**config.mk**
```make
export PLATFORM = sky130hd
export DESIGN_NAME = ariane_uart_tx_sched_flat
export DESIGN_NICKNAME = d
export VERILOG_FILES = /design/src/rtl/ariane_uart_tx_sched_if.sv /design/src/rtl/ariane_uart_tx_sched.sv /design/src/flat_wrapper.sv
export SDC_FILE = /design/constraint.sdc
export NUM_CORES = 1
export LEC_CHECK = 0
export BUFFER_PORTS_ARGS = -buffer_cell sky130_fd_sc_hd__clkbuf_2
export CAP_MARGIN = 20
export CORE_MARGIN = 4
export CORE_UTILIZATION = 40
export DETAILED_ROUTE_END_ITERATION = 8
export PLACE_DENSITY = 0.79
export SLEW_MARGIN = 20
export SYNTH_ARGS = -nofsm -noshare
export SYNTH_HDL_FRONTEND = slang
export SYNTH_SLANG_ARGS = --single-unit
export TNS_END_PERCENT = 50
```
**constraint.sdc**
```tcl
create_clock -name ACLK -period 1.7 [get_ports ACLK]
set_input_delay 0.17 -clock ACLK [delete_from_list [all_inputs] [get_ports ACLK]]
set_output_delay 0.17 -clock ACLK [all_outputs]
set_load 0.005 [all_outputs]
```
**src/rtl/ariane_uart_tx_sched_if.sv**
```systemverilog
// AXI4-Lite bundle between the UART TX scheduler (master) and the ariane_uart S00_AXI port (slave).
interface ariane_uart_tx_sched_if #(
    parameter int unsigned ADDR_WIDTH = 32
);
    logic [ADDR_WIDTH-1:0] awaddr;
    logic                  awvalid;
    logic                  awready;
    logic [31:0]           wdata;
    logic [3:0]            wstrb;
    logic                  wvalid;
    logic                  wready;
    logic [1:0]            bresp;
    logic                  bvalid;
    logic                  bready;
    logic [ADDR_WIDTH-1:0] araddr;
    logic                  arvalid;
    logic                  arready;
    logic [31:0]           rdata;
    logic [1:0]            rresp;
    logic                  rvalid;
    logic                  rready;

    modport master (
        output awaddr, awvalid, input awready,
        output wdata, wstrb, wvalid, input wready,
        input bresp, bvalid, output bready,
        output araddr, arvalid, input arready,
        input rdata, rresp, rvalid, output rready
    );

    modport slave (
        input awaddr, awvalid, output awready,
        input wdata, wstrb, wvalid, output wready,
        output bresp, bvalid, input bready,
        input araddr, arvalid, output arready,
        output rdata, rresp, rvalid, input rready
    );
endinterface

```
**src/rtl/ariane_uart_tx_sched.sv**
```systemverilog
// AXI4-Lite master: programs the 16550-style UART after reset, then streams bytes
// into THR in FIFO-sized bursts, each burst unlocked by an LSR.THRE poll.
module ariane_uart_tx_sched #(
    parameter int unsigned           ADDR_WIDTH = 32,
    parameter logic [ADDR_WIDTH-1:0] BASE_ADDR  = '0,
    parameter logic [15:0]           DIVISOR    = 16'd54,
    parameter logic [7:0]            LCR_VAL    = 8'h03,
    parameter int unsigned           FIFO_BURST = 16,
    parameter int unsigned           POLL_GAP   = 8
) (
    input  logic                   ACLK,
    input  logic                   ARESET,
    input  logic                   cfg_start_i,
    output logic                   cfg_done_o,
    input  logic [7:0]             tx_data_i,
    input  logic                   tx_valid_i,
    output logic                   tx_ready_o,
    output logic                   err_o,
    ariane_uart_tx_sched_if.master m_axi
);
    localparam int unsigned CW = $clog2(FIFO_BURST + 1);
    localparam int unsigned GW = (POLL_GAP > 1) ? $clog2(POLL_GAP) : 1;

    localparam logic [2:0] CFG_W  = 3'd0;
    localparam logic [2:0] CFG_B  = 3'd1;
    localparam logic [2:0] IDLE   = 3'd2;
    localparam logic [2:0] THR_W  = 3'd3;
    localparam logic [2:0] THR_B  = 3'd4;
    localparam logic [2:0] LSR_AR = 3'd5;
    localparam logic [2:0] LSR_R  = 3'd6;
    localparam logic [2:0] GAP    = 3'd7;

    function automatic logic [7:0] cfg_off(input logic [2:0] i);
        case (i)
            3'd0, 3'd3: cfg_off = 8'h0C;
            3'd1:       cfg_off = 8'h00;
            3'd4:       cfg_off = 8'h08;
            default:    cfg_off = 8'h04;
        endcase
    endfunction

    function automatic logic [7:0] cfg_val(input logic [2:0] i);
        case (i)
            3'd0:    cfg_val = 8'h80;
            3'd1:    cfg_val = DIVISOR[7:0];
            3'd2:    cfg_val = DIVISOR[15:8];
            3'd3:    cfg_val = LCR_VAL;
            3'd4:    cfg_val = 8'h07;
            default: cfg_val = 8'h00;
        endcase
    endfunction

    logic [2:0]    state_q, state_d;
    logic [2:0]    idx_q, idx_d;
    logic [CW-1:0] credit_q, credit_d;
    logic [GW-1:0] gap_q, gap_d;
    logic          issued_q, issued_d;
    logic          awvalid_q, awvalid_d;
    logic          wvalid_q, wvalid_d;
    logic          bready_q, bready_d;
    logic          arvalid_q, arvalid_d;
    logic          rready_q, rready_d;
    logic          cfg_done_q, cfg_done_d;
    logic          err_q, err_d;
    logic          byte_ld;
    logic [7:0]    byte_q;

    always_comb begin
        state_d    = state_q;
        idx_d      = idx_q;
        credit_d   = credit_q;
        gap_d      = gap_q;
        issued_d   = issued_q;
        awvalid_d  = awvalid_q;
        wvalid_d   = wvalid_q;
        bready_d   = bready_q;
        arvalid_d  = arvalid_q;
        rready_d   = rready_q;
        cfg_done_d = cfg_done_q;
        err_d      = err_q;
        byte_ld    = 1'b0;
        case (state_q)
            CFG_W, THR_W: begin
                // issued_q is only clear here on the first cycle out of reset
                if (!issued_q) begin
                    awvalid_d = 1'b1;
                    wvalid_d  = 1'b1;
                    issued_d  = 1'b1;
                end else begin
                    if (awvalid_q && m_axi.awready) awvalid_d = 1'b0;
                    if (wvalid_q && m_axi.wready)   wvalid_d  = 1'b0;
                    if (!awvalid_d && !wvalid_d) begin
                        issued_d = 1'b0;
                        bready_d = 1'b1;
                        state_d  = (state_q == CFG_W) ? CFG_B : THR_B;
                    end
                end
            end
            CFG_B: begin
                if (m_axi.bvalid) begin
                    bready_d = 1'b0;
                    if (m_axi.bresp != 2'b00) err_d = 1'b1;
                    if (idx_q == 3'd5) begin
                        cfg_done_d = 1'b1;
                        credit_d   = '0;
                        state_d    = IDLE;
                    end else begin
                        idx_d     = idx_q + 3'd1;
                        awvalid_d = 1'b1;
                        wvalid_d  = 1'b1;
                        issued_d  = 1'b1;
                        state_d   = CFG_W;
                    end
                end
            end
            IDLE: begin
                if (cfg_start_i) begin
                    err_d      = 1'b0;
                    cfg_done_d = 1'b0;
                    idx_d      = '0;
                    awvalid_d  = 1'b1;
                    wvalid_d   = 1'b1;
                    issued_d   = 1'b1;
                    state_d    = CFG_W;
                end else if (tx_valid_i && tx_ready_o) begin
                    byte_ld   = 1'b1;
                    awvalid_d = 1'b1;
                    wvalid_d  = 1'b1;
                    issued_d  = 1'b1;
                    state_d   = THR_W;
                end else if (tx_valid_i && credit_q == '0) begin
                    arvalid_d = 1'b1;
                    state_d   = LSR_AR;
                end
            end
            LSR_AR: begin
                if (m_axi.arready) begin
                    arvalid_d = 1'b0;
                    rready_d  = 1'b1;
                    state_d   = LSR_R;
                end
            end
            LSR_R: begin
                if (m_axi.rvalid) begin
                    rready_d = 1'b0;
                    if (m_axi.rresp != 2'b00) err_d = 1'b1;
                    // an errored read never grants credit
                    if (m_axi.rdata[5] && m_axi.rresp == 2'b00) begin
                        credit_d = CW'(FIFO_BURST);
                        state_d  = IDLE;
                    end else if (POLL_GAP == 0) begin
                        arvalid_d = 1'b1;
                        state_d   = LSR_AR;
                    end else begin
                        gap_d   = '0;
                        state_d = GAP;
                    end
                end
            end
            GAP: begin
                if (gap_q == GW'(POLL_GAP - 1)) begin
                    arvalid_d = 1'b1;
                    state_d   = LSR_AR;
                end else begin
                    gap_d = gap_q + GW'(1);
                end
            end
            THR_B: begin
                if (m_axi.bvalid) begin
                    bready_d = 1'b0;
                    if (m_axi.bresp != 2'b00) err_d = 1'b1;
                    if (credit_q != '0) credit_d = credit_q - CW'(1);
                    state_d = IDLE;
                end
            end
            default: state_d = CFG_W;
        endcase
    end

    always_ff @(posedge ACLK or posedge ARESET) begin
        if (ARESET) begin
            state_q    <= CFG_W;
            idx_q      <= '0;
            credit_q   <= '0;
            gap_q      <= '0;
            issued_q   <= 1'b0;
            awvalid_q  <= 1'b0;
            wvalid_q   <= 1'b0;
            bready_q   <= 1'b0;
            arvalid_q  <= 1'b0;
            rready_q   <= 1'b0;
            cfg_done_q <= 1'b0;
            err_q      <= 1'b0;
        end else begin
            state_q    <= state_d;
            idx_q      <= idx_d;
            credit_q   <= credit_d;
            gap_q      <= gap_d;
            issued_q   <= issued_d;
            awvalid_q  <= awvalid_d;
            wvalid_q   <= wvalid_d;
            bready_q   <= bready_d;
            arvalid_q  <= arvalid_d;
            rready_q   <= rready_d;
            cfg_done_q <= cfg_done_d;
            err_q      <= err_d;
        end
    end

    always_ff @(posedge ACLK) begin
        if (byte_ld) byte_q <= tx_data_i;
    end

    assign m_axi.awaddr  = BASE_ADDR + ADDR_WIDTH'((state_q == THR_W) ? 8'h00 : cfg_off(idx_q));
    assign m_axi.awvalid = awvalid_q;
    assign m_axi.wdata   = {24'h0, (state_q == THR_W) ? byte_q : cfg_val(idx_q)};
    assign m_axi.wstrb   = 4'hF;
    assign m_axi.wvalid  = wvalid_q;
    assign m_axi.bready  = bready_q;
    assign m_axi.araddr  = BASE_ADDR + ADDR_WIDTH'(8'h14);
    assign m_axi.arvalid = arvalid_q;
    assign m_axi.rready  = rready_q;

    assign cfg_done_o = cfg_done_q;
    assign err_o      = err_q;
    assign tx_ready_o = (state_q == IDLE) && cfg_done_q && (credit_q != '0);
endmodule
```
**src/flat_wrapper.sv**
```systemverilog
// flat-port wrapper written by rule: the top's interface ports become plain ports
module ariane_uart_tx_sched_flat 
#(
    parameter int unsigned           ADDR_WIDTH = 32,
    parameter logic [ADDR_WIDTH-1:0] BASE_ADDR  = '0,
    parameter logic [15:0]           DIVISOR    = 16'd54,
    parameter logic [7:0]            LCR_VAL    = 8'h03,
    parameter int unsigned           FIFO_BURST = 16,
    parameter int unsigned           POLL_GAP   = 8
)
  (ACLK, ARESET, cfg_start_i, cfg_done_o, tx_data_i, tx_valid_i, tx_ready_o, err_o, m_axi_awaddr, m_axi_awvalid, m_axi_awready, m_axi_wdata, m_axi_wstrb, m_axi_wvalid, m_axi_wready, m_axi_bresp, m_axi_bvalid, m_axi_bready, m_axi_araddr, m_axi_arvalid, m_axi_arready, m_axi_rdata, m_axi_rresp, m_axi_rvalid, m_axi_rready);
  ariane_uart_tx_sched_if #(.ADDR_WIDTH(ADDR_WIDTH)) m_axi_i ();
  input  logic ACLK;
  input  logic ARESET;
  input  logic cfg_start_i;
  output logic cfg_done_o;
  input  logic [7:0] tx_data_i;
  input  logic tx_valid_i;
  output logic tx_ready_o;
  output logic err_o;
  output wire logic [$bits(m_axi_i.awaddr)-1:0] m_axi_awaddr;
  output wire logic [$bits(m_axi_i.awvalid)-1:0] m_axi_awvalid;
  input wire logic [$bits(m_axi_i.awready)-1:0] m_axi_awready;
  output wire logic [$bits(m_axi_i.wdata)-1:0] m_axi_wdata;
  output wire logic [$bits(m_axi_i.wstrb)-1:0] m_axi_wstrb;
  output wire logic [$bits(m_axi_i.wvalid)-1:0] m_axi_wvalid;
  input wire logic [$bits(m_axi_i.wready)-1:0] m_axi_wready;
  input wire logic [$bits(m_axi_i.bresp)-1:0] m_axi_bresp;
  input wire logic [$bits(m_axi_i.bvalid)-1:0] m_axi_bvalid;
  output wire logic [$bits(m_axi_i.bready)-1:0] m_axi_bready;
  output wire logic [$bits(m_axi_i.araddr)-1:0] m_axi_araddr;
  output wire logic [$bits(m_axi_i.arvalid)-1:0] m_axi_arvalid;
  input wire logic [$bits(m_axi_i.arready)-1:0] m_axi_arready;
  input wire logic [$bits(m_axi_i.rdata)-1:0] m_axi_rdata;
  input wire logic [$bits(m_axi_i.rresp)-1:0] m_axi_rresp;
  input wire logic [$bits(m_axi_i.rvalid)-1:0] m_axi_rvalid;
  output wire logic [$bits(m_axi_i.rready)-1:0] m_axi_rready;
  assign m_axi_awaddr = m_axi_i.awaddr;
  assign m_axi_awvalid = m_axi_i.awvalid;
  assign m_axi_i.awready = m_axi_awready;
  assign m_axi_wdata = m_axi_i.wdata;
  assign m_axi_wstrb = m_axi_i.wstrb;
  assign m_axi_wvalid = m_axi_i.wvalid;
  assign m_axi_i.wready = m_axi_wready;
  assign m_axi_i.bresp = m_axi_bresp;
  assign m_axi_i.bvalid = m_axi_bvalid;
  assign m_axi_bready = m_axi_i.bready;
  assign m_axi_araddr = m_axi_i.araddr;
  assign m_axi_arvalid = m_axi_i.arvalid;
  assign m_axi_i.arready = m_axi_arready;
  assign m_axi_i.rdata = m_axi_rdata;
  assign m_axi_i.rresp = m_axi_rresp;
  assign m_axi_i.rvalid = m_axi_rvalid;
  assign m_axi_rready = m_axi_i.rready;
  ariane_uart_tx_sched #(.ADDR_WIDTH(ADDR_WIDTH), .BASE_ADDR(BASE_ADDR), .DIVISOR(DIVISOR), .LCR_VAL(LCR_VAL), .FIFO_BURST(FIFO_BURST), .POLL_GAP(POLL_GAP)) u_core (.ACLK(ACLK), .ARESET(ARESET), .cfg_start_i(cfg_start_i), .cfg_done_o(cfg_done_o), .tx_data_i(tx_data_i), .tx_valid_i(tx_valid_i), .tx_ready_o(tx_ready_o), .err_o(err_o), .m_axi(m_axi_i));
endmodule
```
==> impl.org, run 1 <==
** Pwr
- IR analysis of the VDD net gives a maximum drop of 0.905 mV.
- Cell-internal power :: 0.00299 W
- The clock network burns 10.5% of the power.
- Flop pwr share :: 22.7%
- Net Sw Frac :: 42.6%
- Total power per unit cell area :: 1610 nW/um^2
- Per report_power, the combinational group accounts for 66.8% of the total.
- The analysis attributes to cell leakage a power of 1.60 nW.
- The analysis attributes to net switching a power of 0.00222 W.

** Route
- In the routed layout, each cell is associated on average with a via count of 4.76.
- In the routed design, unresolved DRC markers number 0.
- First-pass detailed-route iteration total :: 4
- Via count :: 2,219
- The first routing iteration left 122 violations.
- Post-detailed-routing wire length :: 6430 um
- In this run the remaining antenna-violating nets after routing total 0.
- Dividing the detail-routed wire length by the instance count gives 13.8 um.

** Placement
- Post-placement worst setup slack :: -0.171 ns
- Gpl congestion :: 0.939
- Detailed placement ended at an HPWL of 4490 um.
- Input and output buffers added on the ports amount to 39.

** Synthesis
- The synthesized design contains 8 enable-type register cells.
- Flops & latches, synth :: 30
- Total of warnings raised by yosys :: 0
- Library cell occupying the most area in the post-synthesis netlist :: buf_4
- Share of the yosys chip area belonging to registers :: 30.4%
- In the synthesized netlist the dominant register cell turns out to be dfrtp_1.
- Synth unique cells :: 55
- Fraction of registers with async set or reset after synthesis :: 73.3%
- Each instance of the synthesized netlist takes up on average 8.50 um^2.
- After technology mapping, the gate count stands at 306.
- Portion of synthesized cell area occupied by the leading cell type :: 26.8%
- In the post-synthesis netlist, the biggest area contributors are buf_4, dfrtp_1, edfxtp_1, nand2_1, nor2_1.
- Mapped Area :: 2600 um^2

** Global routing
- Initial antenna violation count :: 0
- The first global-routing pass estimated 9440 um of wire.
- For this run, the total global-route usage over all layers was measured as 15.3%.
- Global-route track usage on met3 :: 3.35%
- Maximum number of pins on one net before global-route repair :: 23
- Global routing consumed, on the met1 layer, 18.2% of the routing resources.
- Vias in the first global route :: 1,957
- Met2 capacity usage during global routing :: 27.5%
- Most heavily used metal layer in global routing :: met2
- Global routing finished with a remaining overflow of 0.

** Timing
- The total count of hold-check failures in the final report came to 0.
- Derived from the worst setup path, the maximum achievable clock frequency is 0.540 GHz.
- For the final database, setup skew stands at 0.00351 ns.
- RSZ-0062 raised after global routing :: true
- Final period utilization :: 109%
- Across all setup checks in the final design, the least slack found is -0.151 ns.
- Final Slew Violations :: 0
- Time the worst path needs with I/O delays and setup :: 1.85 ns
- Setup violation total in the final timing report :: 17

** CTS
- Clock-pin slew on the worst setup and hold paths :: 0.06 ns
- Clock insertion delay at the later pin of the skew report :: 0.28 ns
- The clock tree synthesis step divided the H-tree into 2 levels.
- CTS tree :: done
- Counting along the longest clock path gives a buffer depth of 2.
- Root Buffer :: clkbuf_8
- The clock drives 30 sinks.
- Counting the buffers created by CTS gives 5.

** Cells and area
- Final core area utilization :: 51.0%
- Layout cells sized above 1 :: 36.2%
- Post-synthesis to final-layout area growth :: 24.6%
- Final net count :: 448
- The repair_antennas step left the layout with diodes totalling 0.
- Counting the fill cells in the layout gives 548.

** Outcome
- The flow ran to the end, but the final reports show violations.
- Violated checks :: setup timing

** Setup path
- Walking the worst path, the cells encountered are inv_2, ha_4, or4b_4, and3_4, buf_6.
- The critical path is of the reg2out type.
- The worst setup path is captured at an output port.
- The cell family contributing the most delay on the critical path is simple AND/OR/NAND/NOR gates.
- For this run, the slowest stage of the critical path takes 0.50 ns.
- STA classifies the critical path startpoint as a flop.
- Critical path arrival :: 1.68 ns
- Worst-path maximum fanout :: 3
- Number of buffers and inverters on the critical path :: 2
- Among all stages on the critical path, the largest delay is contributed by or4b_4.
- Data on the critical path is required at its endpoint by 1.53 ns.

** Floorplanning
- Die Y-Extent :: 88.6 um
- Die boundary width :: 88.6 um
- Total die area :: 7860 um^2
- Core Box Area :: 6350 um^2
- Initial core utilization :: 41.0%
- Number of standard-cell rows in the floorplan :: 29
- Number of I/O pins :: 161

** Min path
- Worst min-delay path category :: in2reg

** Flow run
- The tool flagged a number of max-cap violations equal to 0.
[metrics by stage]
step / hold slack [ns] / setup TNS [ns] / power, W / instances / cell area (um^2)
2_1_floorplan: 0.159 / -0.0982 / 0.00290 / 394 / 2960
3_3_place_gp: 0.212 / -1.59 / 0.00366 / 448 / 2800
3_5_place_dp: 0.225 / -2.12 / 0.00376 / 448 / 2800
4_1_cts: 0.0548 / -1.17 / 0.00469 / 462 / 3070
5_1_grt: 0.0499 / -2.46 / 0.00559 / 466 / 3240
6_report: 0.0596 / -1.15 / 0.00522 / 466 / 3240
[synth_stat cells, types with 2 or more instances]
master,number
a211oi_1,3
a21o_1,5
nand2b_1,4
inv_1,11
buf_2,2
o22ai_1,2
nand4_1,2
a31oi_1,2
buf_4,93
nor2_1,24
ha_1,7
nor3b_1,2
dfrtp_1,22
o21a_1,2
clkbuf_1,3
and2_1,2
o21ai_1,3
a22o_1,3
nand2_1,25
a21oi_1,14
o31ai_1,2
o21ai_0,12
nor2b_1,4
and2b_1,2
mux2i_1,4
or3b_1,2
edfxtp_1,8
and3_1,5
conb_1,2
nor3_1,4
nand3_1,5
a211oi_2,2
[final cells by class]
cell class | count | area (um^2) | share of cell area [%]
multi-input cells | 254 | 1630 | 50.2
flip-flops and latches | 30 | 793 | 24.5
repair buffers | 85 | 596 | 18.4
well taps | 77 | 96.3 | 2.97
clock buffers | 6 | 72.6 | 2.24
inverters | 12 | 47.5 | 1.47
clock inverters | 2 | 8.76 | 0.270
[state kept, by name, indices dropped and copies added, names as in the netlist]
signal                flops
u_core.gap_q              3
u_core.m_axi.arvalid      1
u_core.m_axi.bready       1
u_core.cfg_done_o         1
u_core.m_axi.rready       1
u_core.m_axi.wvalid       1
u_core.issued_q           1
u_core.err_o              1
u_core.credit_q           5
u_core.state_q            3
u_core.byte_q             8
u_core.m_axi.awvalid      1
u_core.idx_q              3
[layer usage]
metal / share of wire [%] / vias to the layer above
li1: - / 1049
met1: 39 / 1042
met2: 51 / 120
met3: 8.1 / 8
met4: 1.2 / 0
met5: 0 / -
[cell families after synthesis]
logic type / count (synthesis) / share of synthesized area, %
AOI/OAI and AO/OA: 62 / 16.9
adders and majority gates: 7 / 3.37
other: 2 / 0.289
buffers and inverters: 111 / 29.5
DFF: 30 / 30.4
and+or+nand+nor: 89 / 17.6
muxes: 5 / 1.97
[power by group through the flow]
stage / logic, W / registers [W] / clock network (W)
floorplan: 0.00177 / 0.00113 / 0
global placement: 0.00254 / 0.00113 / 0
detailed placement: 0.00262 / 0.00115 / 0
CTS: 0.00297 / 0.00116 / 0.000558
global route: 0.00379 / 0.00121 / 0.000591
finish: 0.00349 / 0.00118 / 0.000548
[cells in the final DEF, fill, tap and decap left out, types with 5 or more instances in the layout]
cell type	netlist	final
conb_1	2	90
buf_4	93	35
clkbuf_2	0	31
dfrtp_1	22	20
nand2_1	25	19
nor2_1	24	16
a21oi_1	14	12
o21ai_0	12	11
buf_6	0	10
edfxtp_1	8	8
inv_1	11	7
buf_2	2	7
a21o_1	5	5
nand3_1	5	5
clkbuf_8	0	5
[timing repair]
action,in CTS,in global routing
endpoints found under the setup margin,27,36
setup buffers,5,3
hold buffers,1,0
pin swaps,10,14
endpoints found under the hold margin,22,0
resized for setup,36,37
cloned,0,1
[path summary, 6_finish.rpt]
check                           cells past startpoint               start  slack [ns]                    to
worst max-delay path                                5  u_core.credit_q[0]       -0.15            tx_ready_o
worst min-delay path                                1        tx_data_i[1]        0.06      u_core.byte_q[1]
worst max register to register                      7  u_core.credit_q[0]       -0.10    u_core.credit_q[3]
worst min register to register                      2        u_core.err_o        0.50          u_core.err_o
max in group asynchronous                           4              ARESET        0.98       u_core.idx_q[0]
min in group asynchronous                           4              ARESET        0.47  u_core.m_axi.awvalid
Note: power is estimated with default switching activity, not from simulation.
==> run 2, diff against run 1 <==
--- a/config.mk
+++ b/config.mk
@@ -5,7 +5,7 @@
 export SDC_FILE = /design/constraint.sdc
 export NUM_CORES = 1
 export LEC_CHECK = 0
-export BUFFER_PORTS_ARGS = -buffer_cell sky130_fd_sc_hd__clkbuf_2
+export BUFFER_PORTS_ARGS = -buffer_cell sky130_fd_sc_hd__buf_2
 export CAP_MARGIN = 20
 export CORE_MARGIN = 4
 export CORE_UTILIZATION = 40
==> impl.org, run 2 (synthesis gave the netlist of run 1 again) <==
** Pwr
- Cell-internal power :: 0.00310 W
- For this design the ratio of total power to cell area is 1640 nW/um^2.
- Per report_power, the sequential group accounts for 21.5% of the total.
- Net Sw Frac :: 42.9%
- The design draws 0.00543 W.
- The analysis attributes to cell leakage a power of 1.62 nW.
- The share of total power dissipated in the clock network is 10.4%.
- Worst voltage drop across the vdd grid :: 0.950 mV
- Logic gate share of total power :: 68.1%
- Summed over all nets, the switching power comes to 0.00233 W.

** CTS
- Clock-pin slew was measured on the worst setup and hold paths at 0.07 ns.
- Number of clock sinks :: 30
- The cell sitting at the root of the clock tree is a clkbuf_8.
- The H-tree generated during clock tree synthesis spans 2 levels.
- Longest Clk Path Bufs :: 2
- Total CTS buffers :: 5
- TritonCTS built the clock tree.
- Clock insertion delay at the later pin of the skew report :: 0.29 ns

** Route
- Post-route ant nets :: 0
- Dividing the detail-routed wire length by the instance count gives 14.1 um.
- For this block, the routed nets add up to 6600 um of wire.
- The detailed router placed 2,256 vias in this run.
- The pre-antenna-repair detailed-routing pass consisted of 4 iterations.
- In the routed layout, each cell is associated on average with a via count of 4.81.
- The detailed router finished its first iteration with 144 violations.
- After detailed routing, the number of remaining DRC violations is 0.

** Timing
- Worst-case hold slack :: 0.0572 ns
- Subtracting the final worst setup slack from the clock period gives 1.86 ns.
- TNS Setup :: -1.77 ns
- The worst path uses 109% of the clock period.
- The total count of hold-check failures in the final report came to 0.
- Based on the critical path, the design can be clocked at up to 0.539 GHz.
- Setup violations remaining at the end of the flow were counted as 20.
- RSZ-0062 raised after global routing :: true
- Across all setup checks in the final design, the least slack found is -0.157 ns.
- Final Slew Violations :: 0
- Skew final :: 0.00619 ns

** Cells and area
- Commonest cells after routing, fill and taps aside :: conb_1, buf_2, buf_4
- The finished cells cover 3320 um^2.
- In the final layout, the share of cells above drive strength 1 is 37.5%.
- The number of antenna diodes in the final layout is 0.
- In the final layout, the registers with the most flip-flops are u_core.byte_q x8, u_core.credit_q x5.
- Compared with the post-synthesis result, the final layout area differs by 27.6%.
- The library cell used most frequently in the layout, excluding fill and tap cells, is conb_1.
- More flip-flops sit in one register than any other, and that register is u_core.byte_q.
- The register with the most flip-flops in the layout has 8 of them.
- Final net count :: 451
- The filler cells instantiated in the layout total 516.

** Placement
- Once detailed placement completed, the half-perimeter wirelength came to 4560 um.
- Timing analysis after detailed placement gives a worst setup slack of -0.145 ns.
- The congestion estimate from routability-driven global placement came to 0.836.
- During placement, the flow inserted port buffers numbering 39.
- Once placement finished, the instance area stood at 2790 um^2.

** Outcome
- The run finished, with violations left.
- The checks that failed: setup timing.

** Floorplanning
- Initial core utilization :: 41.0%
- 161 I/O pins were placed.
- The floorplan step defined a die boundary enclosing 7860 um^2.
- Number of standard-cell rows in the floorplan :: 29
- Die Y-Extent :: 88.6 um
- Die boundary width :: 88.6 um
- The core region is 6350 um^2.

** Setup path
- The critical path is of the reg2reg type.
- Critical path endpoint category :: flop
- Startpoint class of the critical path :: flop
- Setup slack on the worst reg-to-reg path comes out at -0.16 ns.
- Critical path arrival :: 2.03 ns
- Data on the critical path is required at its endpoint by 1.88 ns.
- Worst-path maximum fanout :: 4

** Min path
- Worst min-delay path category :: in2reg

** Flow run
- Across the run, the number of max-cap violations was 0.

** Global routing
- Initial antenna violation count :: 0
- The via count of the first global-routing pass is 2,025.
- Maximum number of pins on one net before global-route repair :: 23
- Global routing used 16.0% of the available tracks.
- Summed over all layers, the global routing overflow is 0.
- Global-route wire length before repair :: 9740 um
-- run 2: changes by cell type in the layout (fill, tap and decap cells not counted), moves of 2 or more --
cell | before | now
clkbuf_2 | 31 | 0
buf_2 | 7 | 37
buf_8 | 0 | 2
buf_6 | 10 | 13
-- run 2: stage by stage --
stage,utilization [%],instances
after detailed placement,43.9,446
after CTS,50.2,463
after global placement,43.9,446
final,52.3,469
after global routing,52.3,469
after floorplan,-,394
-- run 2: path summary, 6_finish.rpt --
check / startpoint / to / cells after the start
max: u_core.credit_q[1] / u_core.m_axi.wvalid / 8
min: tx_data_i[1] / u_core.byte_q[1] / 1
max reg2reg: u_core.credit_q[1] / u_core.m_axi.wvalid / 8
min reg2reg: u_core.m_axi.awvalid / u_core.m_axi.awvalid / 1
max in group asynchronous: ARESET / u_core.idx_q[0] / 4
min in group asynchronous: ARESET / u_core.m_axi.awvalid / 4
-- run 2: per-layer routing --
| layer | routed length (um) | track usage [%] |
|---|---|---|
| met5 | 0 | 0 |
| met4 | 166 | 6.87 |
| met3 | 578 | 3.26 |
| met2 | 3370 | 27.9 |
| met1 | 2490 | 19.1 |
-- run 2: final cells by class --
type	instances	area [um^2]	share of cell area [%]
sequential	30	792	23.9
multi-input combinational	254	1650	49.7
timing repair buffer	88	647	19.5
inverter	12	50.0	1.51
tap	77	96.3	2.90
clock inverter	3	16.3	0.490
clock buffer	5	68.8	2.07
-- run 2: timing repair --
action                                 CTS  global route
setup buffers                            7             6
pin swaps                               15            12
setup endpoints to repair               30            35
gates cloned                             1             0
endpoints found under the hold margin   22             0
resized for setup                       55            19
hold buffers                             1             0
-- run 2: power groups by stage --
| stage | Sequential [W] | Combinational (W) | Clock (W) |
|---|---|---|---|
| detailed placement | 0.00114 | 0.00263 | 0 |
| floorplan | 0.00113 | 0.00177 | 0 |
| global route | 0.00120 | 0.00401 | 0.000606 |
| global placement | 0.00112 | 0.00251 | 0 |
| CTS | 0.00115 | 0.00337 | 0.000576 |
| finish | 0.00117 | 0.00370 | 0.000565 |
-- run 2: critical path, stage by stage, from the launching register on --
cell and delay [ns]:
dfrtp_1 0.40, inv_2 0.08, ha_4 0.14, or4b_4 0.48
buf_12 0.16, nand2_4 0.10, a221oi_4 0.09, and2_4 0.16
a21o_1 0.15
